--- config.mk ---
export PLATFORM = sky130hd
export DESIGN_NAME = enemy_sprite_ctrl_flat
export DESIGN_NICKNAME = d
export VERILOG_FILES = /design/src/rtl/enemy_pkg.sv /design/src/rtl/enemy_sprite_ctrl_if.sv /design/src/rtl/enemy_sprite_scan.sv /design/src/rtl/enemy_sprite_ctrl.sv /design/src/flat_wrapper.sv
export SDC_FILE = /design/constraint.sdc
export NUM_CORES = 1
export LEC_CHECK = 0
export BUFFER_PORTS_ARGS = -buffer_cell sky130_fd_sc_hd__buf_2
export CORE_MARGIN = 2
export CORE_UTILIZATION = 50
export CTS_CLUSTER_DIAMETER = 50
export DETAILED_ROUTE_END_ITERATION = 10
export HOLD_SLACK_MARGIN = 0.08
export PLACE_DENSITY = 0.75
export SYNTH_ARGS = -nofsm -noshare
export SYNTH_HDL_FRONTEND = slang
export SYNTH_SLANG_ARGS = --single-unit
--- constraint.sdc ---
create_clock -name clk -period 3.45 [get_ports clk]
set_input_delay 0.69 -clock clk [delete_from_list [all_inputs] [get_ports clk]]
set_output_delay 0.69 -clock clk [all_outputs]
set_load 0.03 [all_outputs]
--- src/rtl/enemy_pkg.sv ---
// Shared types and constants for the enemy sprite controller.
package enemy_pkg;

    typedef enum logic [2:0] {
        MOVE_R,
        MOVE_L,
        DESC_R,
        DESC_L,
        LANDED,
        DYING,
        DEAD
    } enemy_state_t;

    // Default transparent colour key (magenta).
    localparam logic [23:0] KEY_COLOR_DEFAULT = 24'hFF00FF;

    // Debug box pixels are all-ones; replicated to the colour width by users.
    localparam logic DEBUG_BOX_FILL = 1'b1;

    // States in which the sprite is drawn unconditionally and a hit is honoured.
    function automatic logic is_active_state(enemy_state_t s);
        return s inside {MOVE_R, MOVE_L, DESC_R, DESC_L, LANDED};
    endfunction

endpackage

--- src/rtl/enemy_sprite_ctrl_if.sv ---
// Raster, sprite-ROM and status signals of one enemy sprite controller.
interface enemy_sprite_ctrl_if #(
    parameter int unsigned ADDRESS    = 10,
    parameter int unsigned COLOR_BITS = 24,
    parameter int unsigned CNT_BITS   = 10
);
    logic                  frame_tick;
    logic [CNT_BITS-1:0]   hcount;
    logic [CNT_BITS-1:0]   vcount;
    logic                  active;
    logic                  hit;
    logic [ADDRESS-1:0]    rom_addr;
    logic [COLOR_BITS-1:0] rom_dout;
    logic [COLOR_BITS-1:0] pix_color;
    logic                  pix_valid;
    logic                  alive;
    logic                  landed;
    logic [CNT_BITS-1:0]   pos_x;
    logic [CNT_BITS-1:0]   pos_y;

    // Video timing / game logic / ROM side.
    modport master (
        output frame_tick, hcount, vcount, active, hit, rom_dout,
        input  rom_addr, pix_color, pix_valid, alive, landed, pos_x, pos_y
    );

    // Enemy controller side.
    modport slave (
        input  frame_tick, hcount, vcount, active, hit, rom_dout,
        output rom_addr, pix_color, pix_valid, alive, landed, pos_x, pos_y
    );
endinterface

--- src/rtl/enemy_sprite_scan.sv ---
// Two-stage sprite scan: box test and ROM address, then registered colour/valid.
// Optional macro ENEMY_DEBUG_BOX_EN draws the sprite box perimeter in white.
module enemy_sprite_scan
    import enemy_pkg::*;
#(
    parameter int unsigned ADDRESS    = 10,
    parameter int unsigned COLOR_BITS = 24,
    parameter int unsigned SPRITE_W   = 32,
    parameter int unsigned SPRITE_H   = 32,
    parameter int unsigned CNT_BITS   = 10,
    parameter logic [COLOR_BITS-1:0] KEY_COLOR = COLOR_BITS'(KEY_COLOR_DEFAULT)
) (
    input  logic                  clk,
    input  logic                  rst,
    input  logic [CNT_BITS-1:0]   hcount,
    input  logic [CNT_BITS-1:0]   vcount,
    input  logic                  active,
    input  logic [CNT_BITS-1:0]   pos_x,
    input  logic [CNT_BITS-1:0]   pos_y,
    input  logic                  visible,
`ifdef ENEMY_DEBUG_BOX_EN
    input  logic                  dead,
`endif
    input  logic [COLOR_BITS-1:0] rom_dout,
    output logic [ADDRESS-1:0]    rom_addr,
    output logic [COLOR_BITS-1:0] pix_color,
    output logic                  pix_valid
);

    typedef logic [CNT_BITS:0] wide_t;

    wide_t               h_w, v_w, x_lo, x_hi, y_lo, y_hi;
    logic                inbox, inbox_q;
    logic [CNT_BITS-1:0] dx, dy;
    logic [ADDRESS-1:0]  addr_next;

    // One extra bit so the right/bottom box edge never wraps near the counter limit.
    assign h_w  = {1'b0, hcount};
    assign v_w  = {1'b0, vcount};
    assign x_lo = {1'b0, pos_x};
    assign y_lo = {1'b0, pos_y};
    assign x_hi = x_lo + wide_t'(SPRITE_W - 1);
    assign y_hi = y_lo + wide_t'(SPRITE_H - 1);

    assign inbox = active && (h_w >= x_lo) && (h_w <= x_hi) && (v_w >= y_lo) && (v_w <= y_hi);

    // Only the low ADDRESS bits matter, so the product is formed at that width.
    assign dx        = hcount - pos_x;
    assign dy        = vcount - pos_y;
    assign addr_next = ADDRESS'(dy) * ADDRESS'(SPRITE_W) + ADDRESS'(dx);

    // Stage 1: capture ROM address for in-box pixels; qualify with blink/visibility.
    always_ff @(posedge clk or posedge rst) begin
        if (rst) begin
            rom_addr <= '0;
            inbox_q  <= 1'b0;
        end else begin
            if (inbox) begin
                rom_addr <= addr_next;
            end
            inbox_q <= inbox && visible;
        end
    end

`ifdef ENEMY_DEBUG_BOX_EN
    logic perim, perim_q;

    assign perim = inbox && !dead &&
                   ((h_w == x_lo) || (h_w == x_hi) || (v_w == y_lo) || (v_w == y_hi));

    // Stage 1 (debug): remember perimeter pixels alongside the address.
    always_ff @(posedge clk or posedge rst) begin
        if (rst) begin
            perim_q <= 1'b0;
        end else begin
            perim_q <= perim;
        end
    end

    // Stage 2: perimeter overrides ROM colour, key and blink.
    always_ff @(posedge clk or posedge rst) begin
        if (rst) begin
            pix_color <= '0;
            pix_valid <= 1'b0;
        end else begin
            pix_color <= perim_q ? {COLOR_BITS{DEBUG_BOX_FILL}} : rom_dout;
            pix_valid <= perim_q || (inbox_q && (rom_dout != KEY_COLOR));
        end
    end
`else
    // Stage 2: register ROM colour; keyed pixels are transparent.
    always_ff @(posedge clk or posedge rst) begin
        if (rst) begin
            pix_color <= '0;
            pix_valid <= 1'b0;
        end else begin
            pix_color <= rom_dout;
            pix_valid <= inbox_q && (rom_dout != KEY_COLOR);
        end
    end
`endif

endmodule

--- src/rtl/enemy_sprite_ctrl.sv ---
// One enemy: movement/death FSM stepped on frame ticks, plus the sprite scan pipeline.
// Optional macro ENEMY_DEBUG_BOX_EN enables the white box perimeter overlay.
module enemy_sprite_ctrl
    import enemy_pkg::*;
#(
    parameter int unsigned ADDRESS    = 10,
    parameter int unsigned COLOR_BITS = 24,
    parameter int unsigned SPRITE_W   = 32,
    parameter int unsigned SPRITE_H   = 32,
    parameter int unsigned CNT_BITS   = 10,
    parameter int unsigned SCREEN_W   = 640,
    parameter int unsigned FLOOR_Y    = 400,
    parameter int unsigned START_X    = 0,
    parameter int unsigned START_Y    = 40,
    parameter int unsigned STEP_X     = 2,
    parameter int unsigned STEP_Y     = 16,
    parameter int unsigned FRAME_DIV  = 2,
    parameter int unsigned DIE_FRAMES = 16,
    parameter logic [COLOR_BITS-1:0] KEY_COLOR = COLOR_BITS'(KEY_COLOR_DEFAULT)
) (
    input logic                clk,
    input logic                rst,
    enemy_sprite_ctrl_if.slave bus
);

    localparam int unsigned DIV_W = $clog2(FRAME_DIV + 1);
    localparam int unsigned DIE_W = $clog2(DIE_FRAMES + 1);
    localparam logic [DIV_W-1:0] DIV_LAST = DIV_W'(FRAME_DIV - 1);
    localparam logic [DIE_W-1:0] DIE_LAST = DIE_W'(DIE_FRAMES - 1);

    typedef logic [CNT_BITS:0] wide_t;

    enemy_state_t        state_q, state_d;
    logic [CNT_BITS-1:0] pos_x_q, pos_x_d, pos_y_q, pos_y_d;
    logic [DIV_W-1:0]    div_q, div_d;
    logic [DIE_W-1:0]    die_q, die_d;
    logic [CNT_BITS-1:0] y_down;
    logic                step, at_right, at_left, floor_hit, visible;

    assign y_down    = pos_y_q + CNT_BITS'(STEP_Y);
    assign at_right  = ({1'b0, pos_x_q} + wide_t'(SPRITE_W + STEP_X)) > wide_t'(SCREEN_W);
    assign at_left   = pos_x_q < CNT_BITS'(STEP_X);
    assign floor_hit = ({1'b0, y_down} + wide_t'(SPRITE_H)) >= wide_t'(FLOOR_Y);

    // State register; position only moves here on frame ticks, so no mid-frame tearing.
    always_ff @(posedge clk or posedge rst) begin
        if (rst) begin
            state_q <= MOVE_R;
            pos_x_q <= CNT_BITS'(START_X);
            pos_y_q <= CNT_BITS'(START_Y);
            div_q   <= '0;
            die_q   <= '0;
        end else begin
            state_q <= state_d;
            pos_x_q <= pos_x_d;
            pos_y_q <= pos_y_d;
            div_q   <= div_d;
            die_q   <= die_d;
        end
    end

    // Next state: a hit pre-empts any step on the same cycle.
    always_comb begin
        state_d = state_q;
        pos_x_d = pos_x_q;
        pos_y_d = pos_y_q;
        div_d   = div_q;
        die_d   = die_q;
        step    = 1'b0;
        if (bus.hit && is_active_state(state_q)) begin
            state_d = DYING;
            die_d   = '0;
        end else if (bus.frame_tick) begin
            unique case (state_q)
                MOVE_R, MOVE_L, DESC_R, DESC_L: begin
                    if (div_q == DIV_LAST) begin
                        div_d = '0;
                        step  = 1'b1;
                    end else begin
                        div_d = div_q + DIV_W'(1);
                    end
                end
                DYING: begin
                    if (die_q == DIE_LAST) begin
                        state_d = DEAD;
                    end else begin
                        die_d = die_q + DIE_W'(1);
                    end
                end
                default: ;
            endcase
            if (step) begin
                unique case (state_q)
                    MOVE_R: begin
                        if (at_right) state_d = DESC_R;
                        else          pos_x_d = pos_x_q + CNT_BITS'(STEP_X);
                    end
                    MOVE_L: begin
                        if (at_left) state_d = DESC_L;
                        else         pos_x_d = pos_x_q - CNT_BITS'(STEP_X);
                    end
                    DESC_R: begin
                        pos_y_d = y_down;
                        state_d = floor_hit ? LANDED : MOVE_L;
                    end
                    DESC_L: begin
                        pos_y_d = y_down;
                        state_d = floor_hit ? LANDED : MOVE_R;
                    end
                    default: ;
                endcase
            end
        end
    end

    // Blink while dying: drawn on even die counts only.
    assign visible    = is_active_state(state_q) || ((state_q == DYING) && !die_q[0]);
    assign bus.alive  = (state_q != DEAD);
    assign bus.landed = (state_q == LANDED);
    assign bus.pos_x  = pos_x_q;
    assign bus.pos_y  = pos_y_q;

    enemy_sprite_scan #(
        .ADDRESS    (ADDRESS),
        .COLOR_BITS (COLOR_BITS),
        .SPRITE_W   (SPRITE_W),
        .SPRITE_H   (SPRITE_H),
        .CNT_BITS   (CNT_BITS),
        .KEY_COLOR  (KEY_COLOR)
    ) u_scan (
        .clk       (clk),
        .rst       (rst),
        .hcount    (bus.hcount),
        .vcount    (bus.vcount),
        .active    (bus.active),
        .pos_x     (pos_x_q),
        .pos_y     (pos_y_q),
        .visible   (visible),
`ifdef ENEMY_DEBUG_BOX_EN
        .dead      (state_q == DEAD),
`endif
        .rom_dout  (bus.rom_dout),
        .rom_addr  (bus.rom_addr),
        .pix_color (bus.pix_color),
        .pix_valid (bus.pix_valid)
    );

endmodule

--- src/flat_wrapper.sv ---
// flat-port wrapper written by rule: the top's interface ports become plain ports
module enemy_sprite_ctrl_flat import enemy_pkg::*;
#(
    parameter int unsigned ADDRESS    = 10,
    parameter int unsigned COLOR_BITS = 24,
    parameter int unsigned SPRITE_W   = 32,
    parameter int unsigned SPRITE_H   = 32,
    parameter int unsigned CNT_BITS   = 10,
    parameter int unsigned SCREEN_W   = 640,
    parameter int unsigned FLOOR_Y    = 400,
    parameter int unsigned START_X    = 0,
    parameter int unsigned START_Y    = 40,
    parameter int unsigned STEP_X     = 2,
    parameter int unsigned STEP_Y     = 16,
    parameter int unsigned FRAME_DIV  = 2,
    parameter int unsigned DIE_FRAMES = 16,
    parameter logic [COLOR_BITS-1:0] KEY_COLOR = COLOR_BITS'(KEY_COLOR_DEFAULT)
)
  (clk, rst, bus_frame_tick, bus_hcount, bus_vcount, bus_active, bus_hit, bus_rom_dout, bus_rom_addr, bus_pix_color, bus_pix_valid, bus_alive, bus_landed, bus_pos_x, bus_pos_y);
  enemy_sprite_ctrl_if #(.ADDRESS(ADDRESS), .COLOR_BITS(COLOR_BITS), .CNT_BITS(CNT_BITS)) bus_i ();
  input logic clk;
  input logic rst;
  input wire logic [$bits(bus_i.frame_tick)-1:0] bus_frame_tick;
  input wire logic [$bits(bus_i.hcount)-1:0] bus_hcount;
  input wire logic [$bits(bus_i.vcount)-1:0] bus_vcount;
  input wire logic [$bits(bus_i.active)-1:0] bus_active;
  input wire logic [$bits(bus_i.hit)-1:0] bus_hit;
  input wire logic [$bits(bus_i.rom_dout)-1:0] bus_rom_dout;
  output wire logic [$bits(bus_i.rom_addr)-1:0] bus_rom_addr;
  output wire logic [$bits(bus_i.pix_color)-1:0] bus_pix_color;
  output wire logic [$bits(bus_i.pix_valid)-1:0] bus_pix_valid;
  output wire logic [$bits(bus_i.alive)-1:0] bus_alive;
  output wire logic [$bits(bus_i.landed)-1:0] bus_landed;
  output wire logic [$bits(bus_i.pos_x)-1:0] bus_pos_x;
  output wire logic [$bits(bus_i.pos_y)-1:0] bus_pos_y;
  assign bus_i.frame_tick = bus_frame_tick;
  assign bus_i.hcount = bus_hcount;
  assign bus_i.vcount = bus_vcount;
  assign bus_i.active = bus_active;
  assign bus_i.hit = bus_hit;
  assign bus_i.rom_dout = bus_rom_dout;
  assign bus_rom_addr = bus_i.rom_addr;
  assign bus_pix_color = bus_i.pix_color;
  assign bus_pix_valid = bus_i.pix_valid;
  assign bus_alive = bus_i.alive;
  assign bus_landed = bus_i.landed;
  assign bus_pos_x = bus_i.pos_x;
  assign bus_pos_y = bus_i.pos_y;
  enemy_sprite_ctrl #(.ADDRESS(ADDRESS), .COLOR_BITS(COLOR_BITS), .SPRITE_W(SPRITE_W), .SPRITE_H(SPRITE_H), .CNT_BITS(CNT_BITS), .SCREEN_W(SCREEN_W), .FLOOR_Y(FLOOR_Y), .START_X(START_X), .START_Y(START_Y), .STEP_X(STEP_X), .STEP_Y(STEP_Y), .FRAME_DIV(FRAME_DIV), .DIE_FRAMES(DIE_FRAMES), .KEY_COLOR(KEY_COLOR)) u_core (.clk(clk), .rst(rst), .bus(bus_i));
endmodule
# After elaboration in Yosys (flattened, before gate mapping)

Index checks and enable logic that the tools add are counted.

$add $sub $neg: 12
Magnitude comparators: 7
Equal/unequal tests: 12
Mux-type cells: 22
Bitwise gates (word level): 1
Reductions and logical operators: 21

Operators by type and width:

| kind                  | number |
|---|---|
| $mux 3                | 9 |
| $ne 24x24->1 const B  | 1 |
| $add 10x5->11 const B | 2 |
| $add 10x6->11 const B | 2 |
| $le 10x11->1          | 2 |
| $ge 10x10->1          | 2 |
| $mux 10               | 2 |
| $mux 5                | 4 |
| $pmux 10 s2           | 1 |
| $pmux 3 s4            | 1 |
| $ge 11x9->1 const B   | 1 |
| $gt 11x10->1 const B  | 1 |
| $add 10x10->10        | 1 |
| $add 10x2->10 const B | 1 |
| $add 10x5->10 const B | 1 |
| $lt 10x2->1 const B   | 1 |
| $sub 10x10->10        | 1 |
| $sub 10x2->10 const B | 1 |
| $logic_and 1x1->1     | 8 |
| $eq 3x2->1 const B    | 2 |
| $eq 3x3->1 const B    | 2 |
| $reduce_and 3->1      | 2 |
| $reduce_and 6->1      | 1 |
| $reduce_bool 2->1     | 3 |
| other kinds (19)      | 23 |

Register bits after elaboration: 66
Input port bits: 49
Output and inout port bits: 57

# Depth between registers and ports, before layout

Depth after elaboration: 8
Gate-level depth with buffers: 13
Mapped depth without buffers: 12

# By module

From an unflattened synthesis, not the netlist that was laid out.

Cells, all modules: 463
Area, all modules: 4585.6 um2

By module, submodules not included:

| module            | times used | cells an instance | area an instance (um2) | sequential area each (um2) |
|---|---|---|---|---|
| enemy_sprite_scan | 1          | 270               | 2906.5                 | 900.9 |
| enemy_sprite_ctrl | 1          | 193               | 1679.1                 | 626.9 |

# Least setup slack after synthesis

OpenSTA, ideal clock, no wires.

Path kind: reg2reg
Start point: register u_core.pos_x_q[1], in the netlist u_core.bus.pos_x[1]
End point: register u_core.u_scan.rom_addr[0]
Arrival: 3.141 ns
Path slack: 0.184 ns
Cell stages (with the launch flop): 14
Period minus slack after synthesis: 3.266 ns
Path through: dfrtp_1 -> inv_1 -> ha_1 -> and3_1 -> nor3_1 -> xnor2_1 -> ha_1 -> a21oi_1 -> nand2_1 -> a211oi_1 -> a21oi_2 -> nor3_2 -> buf_6 -> mux2_2

Longest elaborated chain between the ends: 5
Elaborated cells on any way between the ends: 7
Those cells by class: add/sub: 1; order compare: 2; reduce/logical: 4

Ends and longest elaborated chain:

| what                                              | RTL line                                         | RTL |
|---|---|---|
| start, declared                                   | enemy_sprite_ctrl.sv:34                          | `logic [CNT_BITS-1:0] pos_x_q, pos_x_d, pos_y_q, pos_y_d;` |
| start signal, assigned                            | enemy_sprite_ctrl.sv:49                          | `pos_x_q <= CNT_BITS'(START_X);` |
| start signal, assigned                            | enemy_sprite_ctrl.sv:55                          | `pos_x_q <= pos_x_d;` |
| $add 10x5->11 or $ge 10x10->1 (tied branches)     | enemy_sprite_scan.sv:42, enemy_sprite_scan.sv:45 |  |
| $le 10x11->1 or $logic_and 1x1->1 (tied branches) | enemy_sprite_scan.sv:45                          | `assign inbox = active && (h_w >= x_lo) && (h_w <= x_hi) && (v_w >= y_lo) && (v_w <= y_hi);` |
| $logic_and 1x1->1 (*) (3 in a row)                | enemy_sprite_scan.sv:45                          |  |
| end signal, assigned                              | enemy_sprite_scan.sv:59                          | `rom_addr <= addr_next;` |
| end, declared                                     | enemy_sprite_scan.sv:25                          | `output logic [ADDRESS-1:0] rom_addr,` |

Every way passes the cells marked *; elsewhere a longest branch is shown, timed or not.
A chain may end at the register's enable or synchronous reset.

# Worst setup path after layout

Start point: register u_core.pos_x_q[1], in the netlist u_core.bus.pos_x[1]
End point: register u_core.u_scan.rom_addr[6]

Longest elaborated chain between the ends: 5
Elaborated cells on any way between the ends: 9
Those cells by class: add/sub: 3; order compare: 2; reduce/logical: 4

Ends and longest elaborated chain:

| what                                              | RTL line |
|---|---|
| $add 10x5->11 or $ge 10x10->1 (tied branches)     | enemy_sprite_scan.sv:42, enemy_sprite_scan.sv:45 |
| $le 10x11->1 or $logic_and 1x1->1 (tied branches) | enemy_sprite_scan.sv:45 |
| $logic_and 1x1->1 (3 in a row)                    | enemy_sprite_scan.sv:45 |

Parallel ways exist; a longest one is shown, timed or not.

==> results_dict.tcl <==
set metrics [dict create \
    status "completed" \
    port_buffers 100 \
    synth_edf_count 0 \
    yosysUniqueCellTypes 74 \
    mostFrequentLayoutCells "buf_2, dfrtp_1, ha_1, inv_1, xnor2_1" \
    synthCells 419 \
    ys_seq_elements 61 \
    grt_antenna_before_repair 0 \
    drtIter0Drc 217 \
    ys.flop_type "dfrtp_1" \
    hold_depth 1 \
    cap_violations 0 \
    path_max_fanout 10 \
    clockBufferDepth 2 \
    die_h_um 96.55 \
    hp-class "primary input to flop" \
    avgRoutedWirePerCell_um 15.70 \
    final_nets 623 \
    r2r_cells 13 \
    grt-ovfl-total 0 \
    design.die.area_mm2 0.009322 \
    whs_ps 469.9 \
    htreeDepth 3 \
    cts_tree "done" \
    slew_headroom_pct 48.14 \
    worstMarginPinSlew_ps 778.0 \
    grt_use_total_pct 21.91 \
    grt_max_degree 62 \
    power_density_mw_per_mm2 399.6 \
    p_leak_nw 2.441 \
    fin_crit_ps 3091 \
    cts.sinks 61 \
    postCtsHoldBufs 0 \
    numCtsBuffers 9 \
    wl_mm 9.906 \
    synthesis.area_mm2 0.004283 \
    row_count 33 \
    postRouteAntennaNets 0 \
    syn2layout_area_growth_pct 18.11 \
    async_flop_share_pct 100.0 \
    critPathKind "flop to flop" \
    cts_resized 0 \
    grt_pass1_vias 3427 \
    worstPathArrival_ps 3300 \
    yosysWarningCount 0 \
    drv_slew 0 \
    ys_seq_area_share_pct 35.67 \
    crit_path_end_kind "flop" \
    setup_viol 0 \
    vias_per_cell 5.534 \
    cp-start-kind "flop" \
    final_common_cell "buf_2" \
    required_ps 3660 \
    clk_latency_ps 330 \
    vias 3492 \
    layout-drive-gt1-share_pct 29.85 \
    root_buffer "clkbuf_8" \
    first_pass_iters 4 \
    hpwl_mm 7.703 \
    initial_core_util_pct 51.86 \
    ioPinCount 106 \
    max-vdd-ir-drop_mv 0.2819 \
    drc 0 \
    die_w_um 96.55 \
    finalClockSkew_ps 8.320 \
    postCtsSetupRepairBufs 0 \
    diodes 0 \
    gp_congestion 0.9344 \
    fmax_mhz 323.6 \
    core_area_mm2 0.008258 \
    grt_pass1_wl_mm 15.93 \
    fin_crit_sh_pct 89.58 \
    finalHoldViolations 0 \
    finalSetupTns_ps 0 \
    rsz0062_at_grt "no" \
    clk_pin_slew_ps 70 \
    postSynthAreaPerCell_um2 10.22 \
]
-- cells in the mapped netlist (all sizes together) (2+ instances only) --
cell      n  area share [%]
nand2b    3            0.44
a211oi    6             1.1
o31a      5             1.0
a2bb2oi   2            0.41
and4      2            0.41
o21a      5            0.88
a21o      4            0.70
buf      19             3.1
a31oi     5            0.73
or3       4            0.58
nor4b     3            0.91
o211ai    3            0.53
a21oi    13             1.9
clkbuf    2            0.20
dfrtp    60              35
nand2    24             2.1
mux2i     4            0.93
inv      39             3.4
nor2     20             1.8
nand4     9             1.3
mux2      9             2.4
conb      2            0.18
ha       45              13
and3      6            0.99
nor4      7             1.7
o21ai    14             1.6
nor2b     2            0.29
nor3     13             1.9
nand4b    4            0.82
nand3    11             1.3
or2       3            0.44
and4b     2            0.47
xor2      4            0.82
and2      3            0.44
xnor2    32             6.5
a2111oi   2            0.85
nor3b     2            0.47
fa        7             3.3
o311ai    2            0.58
-- metrics by stage --
stage | cells | power, W | utilization (%) | cell area [um^2] | setup slack (ps)
after floorplan | 422 | 0.001242 | - | 4294 | 183.8
after global placement | 616 | 0.001356 | 58.85 | 4860 | 513.2
after global routing | 631 | 0.002143 | 61.26 | 5059 | 112.6
after CTS | 631 | 0.002039 | 61.26 | 5059 | 338.1
final | 631 | 0.002021 | 61.26 | 5059 | 359.4
after detailed placement | 616 | 0.001381 | 58.85 | 4860 | 351.4
-- worst paths after layout --
kind                                  startpoint                          end  slack [ps]
setup / recovery             u_core.bus.pos_x[1]    u_core.u_scan.rom_addr[6]         360
min in group asynchronous                    rst   u_core.u_scan.pix_color[3]         570
hold reg to reg            u_core.u_scan.inbox_q      u_core.u_scan.pix_valid         480
max in group asynchronous                    rst    u_core.u_scan.rom_addr[8]        2360
hold / removal                  bus_rom_dout[13]  u_core.u_scan.pix_color[13]         470
setup reg to reg             u_core.bus.pos_x[1]    u_core.u_scan.rom_addr[6]         360
-- registers in the layout, summed over array words and instances, names as in the netlist --
signal,cells
u_core.bus.pos_y,6
u_core.state_q,3
u_core.u_scan.rom_addr,10
u_core.bus.pos_x,9
u_core.die_q,5
u_core.u_scan.pix_valid,1
u_core.u_scan.pix_color,24
u_core.div_q,2
u_core.u_scan.inbox_q,1
-- report_power, final --
group          switching [W]  leakage, nW  total, W  internal (W)
clock network       0.000285        0.103  0.000656      0.000371
registers          0.0000635        0.717  0.000849      0.000786
logic               0.000309         1.62  0.000516      0.000207
-- cells by family after synthesis --
group	count (synthesis)	share of synthesized area, %
AO/OA/AOI/OAI	72	13.18
XOR/XNOR	36	7.362
other	2	0.1754
buffers and inverters	61	6.807
adder cells (fa/ha/maj)	52	16.42
flip-flops	61	35.67
multiplexers	13	3.301
AND/OR/NAND/NOR	122	17.09
-- cell type report --
class / instances / area, um^2
clock buffer: 12 / 155.1
clock inverter: 3 / 43.79
fill: 698 / 3199
inverter: 40 / 150.1
multi-input combinational: 300 / 2475
sequential: 61 / 1528
tap: 105 / 131.4
timing repair buffer: 110 / 575.6
-- worst max-delay path, cell delays in order (launching register included) --
cell and delay [ps]:
dfrtp_1 340, inv_1 80, ha_1 230, and3_1 240, nor3_1 220, xnor2_1 150, ha_1 280, a21oi_1 170
nand2_1 70, a211oi_1 290, a21oi_2 100, nor3_2 210, buf_4 230, mux2_2 350
-- layer usage --
| layer | vias up | global-route usage, % | routed length [um] |
|---|---|---|---|
| li1 | 1670 | - | - |
| met1 | 1709 | 27.59 | 4151 |
| met2 | 99 | 37.73 | 5107 |
| met3 | 14 | 4.655 | 493 |
| met4 | 0 | 6.690 | 153 |
| met5 | - | 0 | 0 |
Power figures use the tool's default switching activity.
